<file path="src/rtl/bcd_display_driver.sv">
// Purpose: latch the 8-bit result on entry to display phase, convert it to 3 BCD digits (double-dabble), scan a 3-digit 7-seg display.
// Latency: 8 clocks from the edge that samples phase==3 to bcd valid / done pulse; display scanning starts on that same edge.
// Backpressure: none; phase is a level and leaving display phase aborts conversion or scanning on the next edge.
module bcd_display_driver #(
    parameter int DIGIT_REFRESH = 1000
) (
    input  logic        clk,
    input  logic        rst,
    input  logic [1:0]  phase,
    input  logic [7:0]  data_in,
    output logic        busy,
    output logic        done,
    output logic [11:0] bcd,
    output logic [6:0]  seg,
    output logic [2:0]  an
);

    localparam int RW = (DIGIT_REFRESH > 1) ? $clog2(DIGIT_REFRESH) : 1;
    localparam logic [RW-1:0] REFRESH_LAST = RW'(DIGIT_REFRESH - 1);

    typedef enum logic [1:0] {
        IDLE = 2'd0,
        CONV = 2'd1,
        SHOW = 2'd2
    } state_t;

    state_t          state;
    state_t          state_nxt;

    logic            in_s3;
    logic [7:0]      shift_q;
    logic [3:0]      hund_q;
    logic [3:0]      tens_q;
    logic [3:0]      ones_q;
    logic [2:0]      bit_cnt;
    logic [RW-1:0]   refresh_cnt;
    logic [1:0]      scan_idx;
    logic            last_shift;

    logic [3:0]      hund_adj;
    logic [3:0]      tens_adj;
    logic [3:0]      ones_adj;
    logic [19:0]     dabble;

    assign in_s3      = (phase == 2'd3);
    assign last_shift = (bit_cnt == 3'd7);

    // 4-bit add-3 correction; the hundreds digit stays below 5 for 8-bit input, so no carry is ever needed.
    assign hund_adj = (hund_q >= 4'd5) ? hund_q + 4'd3 : hund_q;
    assign tens_adj = (tens_q >= 4'd5) ? tens_q + 4'd3 : tens_q;
    assign ones_adj = (ones_q >= 4'd5) ? ones_q + 4'd3 : ones_q;
    assign dabble   = {hund_adj, tens_adj, ones_adj, shift_q} << 1;

    function automatic logic [6:0] seg_decode(input logic [3:0] d);
        logic [6:0] s;
        case (d)
            4'd0:    s = 7'b0111111;
            4'd1:    s = 7'b0000110;
            4'd2:    s = 7'b1011011;
            4'd3:    s = 7'b1001111;
            4'd4:    s = 7'b1100110;
            4'd5:    s = 7'b1101101;
            4'd6:    s = 7'b1111101;
            4'd7:    s = 7'b0000111;
            4'd8:    s = 7'b1111111;
            4'd9:    s = 7'b1101111;
            default: s = 7'b0000000;
        endcase
        return s;
    endfunction

    // State register.
    always_ff @(posedge clk or negedge rst) begin
        if (!rst) begin
            state <= IDLE;
        end else begin
            state <= state_nxt;
        end
    end

    // Next state: enter conversion on phase 3, any other phase drops straight back to idle.
    always_comb begin
        state_nxt = state;
        case (state)
            IDLE:    if (in_s3) state_nxt = CONV;
            CONV:    if (!in_s3) state_nxt = IDLE;
                     else if (last_shift) state_nxt = SHOW;
            SHOW:    if (!in_s3) state_nxt = IDLE;
            default: state_nxt = IDLE;
        endcase
    end

    // Conversion engine, result register and scan counters.
    always_ff @(posedge clk or negedge rst) begin
        if (!rst) begin
            shift_q     <= '0;
            hund_q      <= '0;
            tens_q      <= '0;
            ones_q      <= '0;
            bit_cnt     <= '0;
            refresh_cnt <= '0;
            scan_idx    <= '0;
            bcd         <= '0;
            done        <= 1'b0;
        end else begin
            done <= 1'b0;
            case (state)
                IDLE: begin
                    if (in_s3) begin
                        shift_q <= data_in;
                        hund_q  <= '0;
                        tens_q  <= '0;
                        ones_q  <= '0;
                        bit_cnt <= '0;
                    end
                    refresh_cnt <= '0;
                    scan_idx    <= '0;
                    bcd         <= '0;
                end
                CONV: begin
                    if (!in_s3) begin
                        // Abort wins over a coinciding last shift: nothing is published.
                        bcd     <= '0;
                        bit_cnt <= '0;
                    end else begin
                        hund_q  <= dabble[19:16];
                        tens_q  <= dabble[15:12];
                        ones_q  <= dabble[11:8];
                        shift_q <= dabble[7:0];
                        bit_cnt <= bit_cnt + 3'd1;
                        if (last_shift) begin
                            bcd  <= dabble[19:8];
                            done <= 1'b1;
                        end
                    end
                end
                SHOW: begin
                    if (!in_s3) begin
                        bcd         <= '0;
                        refresh_cnt <= '0;
                        scan_idx    <= '0;
                    end else if (refresh_cnt == REFRESH_LAST) begin
                        refresh_cnt <= '0;
                        scan_idx    <= (scan_idx == 2'd2) ? 2'd0 : scan_idx + 2'd1;
                    end else begin
                        refresh_cnt <= refresh_cnt + RW'(1);
                    end
                end
                default: begin
                    bcd <= '0;
                end
            endcase
        end
    end

    // Display outputs: one-hot digit enable with leading-zero blanking on tens and hundreds.
    always_comb begin
        busy = (state == CONV);
        an   = 3'b000;
        seg  = 7'b0000000;
        if (state == SHOW) begin
            case (scan_idx)
                2'd0: begin
                    an  = 3'b001;
                    seg = seg_decode(bcd[3:0]);
                end
                2'd1: begin
                    an  = 3'b010;
                    seg = (bcd[11:4] == 8'd0) ? 7'b0000000 : seg_decode(bcd[7:4]);
                end
                2'd2: begin
                    an  = 3'b100;
                    seg = (bcd[11:8] == 4'd0) ? 7'b0000000 : seg_decode(bcd[11:8]);
                end
                default: begin
                    an  = 3'b000;
                    seg = 7'b0000000;
                end
            endcase
        end
    end

endmodule

</file>
<file path="config.mk">
export PLATFORM = sky130hd
export DESIGN_NAME = bcd_display_driver
export DESIGN_NICKNAME = d
export VERILOG_FILES = /design/src/rtl/bcd_display_driver.sv
export SDC_FILE = /design/constraint.sdc
export NUM_CORES = 1
export LEC_CHECK = 0
export ABC_AREA = 1
export CELL_PAD_IN_SITES_DETAIL_PLACEMENT = 1
export CELL_PAD_IN_SITES_GLOBAL_PLACEMENT = 1
export CORE_ASPECT_RATIO = 1.5
export CORE_MARGIN = 2
export CORE_UTILIZATION = 44
export DETAILED_ROUTE_END_ITERATION = 16
export HOLD_SLACK_MARGIN = 0.03
export PLACE_DENSITY = 0.95
export SLEW_MARGIN = 20
export SYNTH_ARGS = -nofsm -noshare
export SYNTH_HDL_FRONTEND = slang
export SYNTH_SLANG_ARGS = --single-unit
</file>
<file path="constraint.sdc">
create_clock -name clk -period 5 [get_ports clk]
set_clock_uncertainty 0.2 [all_clocks]
set_input_delay 0.5 -clock clk [delete_from_list [all_inputs] [get_ports clk]]
set_output_delay 0.5 -clock clk [all_outputs]
set_load 0.01 [all_outputs]
</file>
==> results of run 1 <==
## registers in the layout (all words and copies together), names as in the netlist
signal       flops
shift_q          8
ones_q           4
hund_q           4
bit_cnt          3
bcd             12
refresh_cnt     10
scan_idx         2
tens_q           4
state            2
done             1
## metrics by stage
stage          hold slack (ps)  cell area (µm²)  setup slack (ps)  instances
2_1_floorplan             4.41             3190              2840        438
3_3_place_gp               267             3590              2090        545
3_5_place_dp               275             3590              1940        545
4_1_cts                    102             3730              1800        553
5_1_grt                    130             3730              1620        553
6_report                  72.3             3730              1800        553
## report_power, final
part / internal (mW) / switching, mW / total, mW / leakage [nW]
Combinational: 0.0218 / 0.0358 / 0.0576 / 1.07
Clock: 0.213 / 0.141 / 0.354 / 0.0714
Sequential: 0.417 / 0.00906 / 0.426 / 0.679
Total: 0.652 / 0.186 / 0.838 / 1.82
## synth_stat cells, drive strengths merged
library cell  count  area [µm²]
and2              1        6.26
a21oi             5        25.0
clkinv            1        3.75
nand2           118         450
dfrtp            50        1250
o21ai            41         216
nor2             33         141
a211oi            3        22.5
buf               4        32.5
clkbuf            5        18.8
nand3            52         260
ha               24         300
o22ai             5        31.3
nor3              7        35.0
o211ai            3        22.5
inv              72         270
xor2              2        17.5
or2               3        18.8
nand4             7        43.8
xnor2             2        17.5
## placed cells by master, fill, tap and decap left out, types with 2 or more instances in the layout
cell type | Yosys | layout
or2_2 | 3 | 3
bufinv_16 | 0 | 2
nand3_1 | 52 | 52
clkdlybuf4s50_1 | 0 | 34
a21oi_1 | 5 | 5
clkbuf_8 | 0 | 6
ha_1 | 24 | 24
o21ai_1 | 4 | 4
o21ai_0 | 36 | 36
nor3_1 | 7 | 7
dfrtp_1 | 50 | 50
o22ai_1 | 5 | 5
xor2_1 | 2 | 2
a211oi_1 | 3 | 3
inv_1 | 68 | 68
o211ai_1 | 3 | 3
nand4_1 | 7 | 7
xnor2_1 | 2 | 2
nor2_1 | 30 | 30
nor2_4 | 2 | 2
inv_2 | 4 | 4
nand2_1 | 117 | 117
## path summary, 6_finish.rpt
check | endpoint | slack [ps] | from | cells past startpoint
max | seg[4] | 1800 | bcd[9] | 8
min | scan_idx[0] | 70 | rst | 2
min in group clk | shift_q[0] | 290 | shift_q[0] | 2
min reg2reg | shift_q[0] | 290 | shift_q[0] | 2
max reg2reg | bcd[3] | 2360 | state[0] | 7
max in group asynchronous | tens_q[2] | 4080 | rst | 2
## metal layers
| metal | wire, µm | vias up |
|---|---|---|
| met5 | 0 | - |
| met4 | 269 | 0 |
| met3 | 231 | 23 |
| met2 | 4780 | 61 |
| met1 | 3420 | 1462 |
| li1 | - | 1463 |
## worst register-to-register path, delay by kind of cell (launching register included)
kind	cells	cell delay (ps)
flops	1	720
simple gates	3	690
compound gates	2	510
buf+inv	2	380
## cells by family (layout without fill, tap and decap cells)
logic type	after synthesis	after routing	share of synthesized area [%]
simple gates	221	221	30.0
buf+inv	82	117	10.2
compound gates	57	57	9.98
flops	50	50	39.3
fa+ha+maj	24	24	9.43
xor+xnor	4	4	1.10
## area by class of cell
cell class / instances / area [µm²] / area share (%)
inverters: 73 / 274 / 7.35
multi-input cells: 306 / 1610 / 43.1
clock buffers: 6 / 82.6 / 2.21
flip-flops and latches: 50 / 1250 / 33.5
well taps: 80 / 100 / 2.68
repair buffers: 36 / 353 / 9.46
clock inverters: 2 / 60.1 / 1.61
==> flow_summary.yaml, run 1 <==
placement:
  gp_congestion: 0.888
  post-dp-hpwl_um: 6580
  port-buffer-count: 35
clocking:
  clk_latency_ps: 320
  cts.path.max_buffers: 2
  cts_tree: "yes"
  cts_made_buffers: 5
  clk_pin_slew_ps: 90
  htree_levels: 2
  post_cts_buffers: 0
  clkSinkCount: 50
  post_cts_resized: 0
  root_buffer: "clkbuf_8"
  hold_buffers: 0
worst_setup_path:
  crit_path_end_kind: "primary output"
  crit_slowest_cell: "clkdlybuf4s50_1"
  critPathMaxFanout: 7
  max_stage_delay_ps: 540
  start_kind: "flop"
  crit_buf_inv: 3
  crit_chain: "inv_1 > ha_1 > a21oi_1 > nand2_1 > nand2_1 > inv_1 > a21oi_1 > clkdlybuf4s50_1"
  path_delay_family: "buffers and inverters"
  path_class: "flop to primary output"
  cp.arrival_ps: 2500
  crit_required_ps: 4300
floorplanning:
  fp.dieW_um: 73.5
  die_y_um: 108
  start_util_pct: 44.7
  pin_count: 36
  fp.coreArea_mm2: 0.00713
  num_rows: 38
  dieArea_mm2: 0.00795
power:
  p_per_area_mw_per_mm2: 225
  p_total_uw: 838
  leakagePower_nw: 1.82
  ir_drop_mv: 0.250
finish:
  fill_cells: 924
  n_antenna_cell: 0
  final_core_util_pct: 52.3
  syn2layout_area_growth_pct: 17.1
  drive_above_1_share_pct: 4.65
  nets: 508
sta:
  finalSetupViolations: 0
  min_period_ps: 3200
  setup-tns-final_ps: 0
  rsz0062_at_grt: "false"
  final_hold_viol_count: 0
  slew_headroom_pct: 42.0
  worst_pin_slew_ps: 869
  finalCritPeriodShare_pct: 64.0
  max_freq_mhz: 313
  drv_slew: 0
route:
  drc: 0
  via_per_inst: 5.44
  wl_um: 8700
  vias: 3009
  wl_per_cell_um: 15.7
  ant_nets: 0
  dr.pass1.iters: 4
  drt-initial-drc-count: 68
grt:
  antenna_found_initial: 0
  use_met2_pct: 43.0
  grt_max_degree: 51
  grt_pass1_vias: 3173
  grt_util_met1_pct: 24.9
  grt_usage_pct: 23.4
  grt_pass1_wl_um: 14400
  met3_usage_pct: 4.38
  grt_overflow: 0
  grt_most_used_layer: "met2"
synth:
  synth_cell_type_count: 27
  synth_area_mm2: 0.00319
  syn_nets: 474
  postSynthCellCount: 438
  yosys_warnings: 0
  avgSynthCellArea_um2: 7.27
  ys_ff_latch: 50
  yosysSeqAreaShare_pct: 39.3
job:
  maxCapViolCount: 0
hold_path:
  hp-class: "input port to async pin"
run_status:
  outcome: "completed"
No activity file was read; power rests on OpenSTA's default activity.
==> run 2, diff against run 1 <==
Settings changed: CORE_UTILIZATION 44 to 41, PLACE_DENSITY 0.95 to 0.92.
Clock period 5 ns to 3 ns, I/O delays scaled along.
==> flow_summary.yaml, run 2 (same netlist as run 1, synthesis figures left out) <==
power:
  p_per_area_mw_per_mm2: 361
  p_total_mw: 1.37
  ir_drop_mv: 0.322
  leakagePower_nw: 1.84
clocking:
  htree_levels: 2
  root_buffer: "clkbuf_16"
  cts_tree: "yes"
  clk_pin_slew_ps: 60
  cts_made_buffers: 5
  cts.path.max_buffers: 2
  clk_latency_ps: 300
  clkSinkCount: 50
worst_setup_path:
  worst_path_most_repeated_cell: "inv_1"
  path_delay_family: "buffers and inverters"
  crit_chain: "inv_1 > ha_1 > inv_1 > nor2_1 > nand4_1 > nand3_1 > nand3_1 > nand2_1 > inv_1 > clkdlybuf4s50_1"
  path_class: "flop to primary output"
  cp.depth: 10
  crit_required_ps: 2500
  max_stage_delay_ps: 460
  cp.arrival_ps: 2290
  crit_slowest_cell: "clkdlybuf4s50_1"
  crit_path_end_kind: "primary output"
  start_kind: "flop"
  r2r_cells: 7
  crit_buf_inv: 4
  critPathMaxFanout: 7
hold_path:
  hp-class: "flop to flop"
  whs_path_depth: 2
sta:
  worst_pin_slew_ps: 639
  setup_slack_ps: 205
  max_freq_mhz: 358
  final_hold_viol_count: 0
  finalCritPeriodShare_pct: 93.2
  drv_slew: 0
  slew_headroom_pct: 57.4
  finalSetupViolations: 0
  timing.hold.ws_ps: 291
  rsz0062_at_grt: "false"
  setup-tns-final_ps: 0
  min_period_ps: 2790
floorplanning:
  start_util_pct: 42.1
  dieArea_mm2: 0.00851
  num_rows: 39
  fp.dieW_um: 76.0
  die_y_um: 112
  fp.coreArea_mm2: 0.00756
  pin_count: 36
route:
  dr.pass1.iters: 4
  ant_nets: 0
  drc: 0
  wl_per_cell_um: 14.6
  vias: 2956
  wl_um: 8440
  drt-initial-drc-count: 117
  via_per_inst: 5.11
finish:
  final_common_cell: "nand2_1"
  final_cell_mix: "117 x nand2_1, 68 x inv_1, 52 x nand3_1"
  top_regs: "bcd x12, refresh_cnt x10, shift_q x8"
  top_register: "bcd"
  final_cell_count_no_fill: 579
  n_antenna_cell: 0
  fill_cells: 976
  nets: 512
  syn2layout_area_growth_pct: 19.1
  drive_above_1_share_pct: 5.24
  largest_register_ffs: 12
placement:
  port-buffer-count: 35
  gp_congestion: 0.872
  dp_cells: 570
  dpl_worst_slack_ps: 461
  post-dp-hpwl_um: 6710
grt:
  grt_pass1_wl_um: 14600
  grt_usage_pct: 21.3
  grt_max_degree: 51
  antenna_found_initial: 0
  grt_pass1_vias: 3221
  grt_overflow: 0
job:
  maxCapViolCount: 0
run_status:
  outcome: "completed"
run 2: changes by cell type in the layout (fill, tap and decap cells not counted), sizes merged:
cell,delta
clkinv,+2
dlygate4sd3,+1
bufinv,-2
buf,+3
run 2: timing repair:
item,in CTS,in global routing
hold buffers,1,0
setup endpoints to repair,0,5
gates resized for setup,0,1
buffers inserted,0,0
hold endpoints to repair,50,0
run 2: layer usage:
| layer | share of wire, % | up-vias | global-route usage (%) |
|---|---|---|---|
| li1 | - | 1469 | - |
| met1 | 40 | 1422 | 22.9 |
| met2 | 55 | 48 | 40.7 |
| met3 | 2.4 | 17 | 2.67 |
| met4 | 3.1 | 0 | 10.3 |
| met5 | 0 | - | 0 |
run 2: tightest hold or removal path: cells and delay by family (launching register included):
family,cells,cell delay (ps)
simple gates,2,110
flops,1,350
run 2: metrics by stage:
stage                     util [%]  instance area, µm²
after global placement        48.1                3640
after CTS                     50.1                3790
final                         50.2                3790
after floorplan                  -                3190
after global routing          50.2                3790
after detailed placement      48.1                3640
run 2: power by group:
part	switching, mW	internal (mW)
clock network	0.252	0.310
logic	0.0596	0.0386
registers	0.0150	0.695
total	0.326	1.04
run 2: area by class of cell:
| class | instances | area (µm²) | area share (%) |
|---|---|---|---|
| inverter | 73 | 274 | 7.22 |
| sequential | 50 | 1250 | 33.0 |
| timing repair buffer | 40 | 385 | 10.2 |
| tap | 102 | 128 | 3.36 |
| clock inverter | 2 | 13.8 | 0.363 |
| clock buffer | 6 | 129 | 3.40 |
| multi-input combinational | 306 | 1610 | 42.5 |
run 2: path summary, 6_finish.rpt:
kind	from	end	slack, ps
worst max-delay path	bcd[5]	seg[3]	210
worst min-delay path	shift_q[0]	shift_q[0]	290
worst max register to register	state[0]	bcd[10]	960
worst min register to register	shift_q[0]	shift_q[0]	290
max in group asynchronous	rst	refresh_cnt[4]	1720
min in group asynchronous	rst	tens_q[2]	430
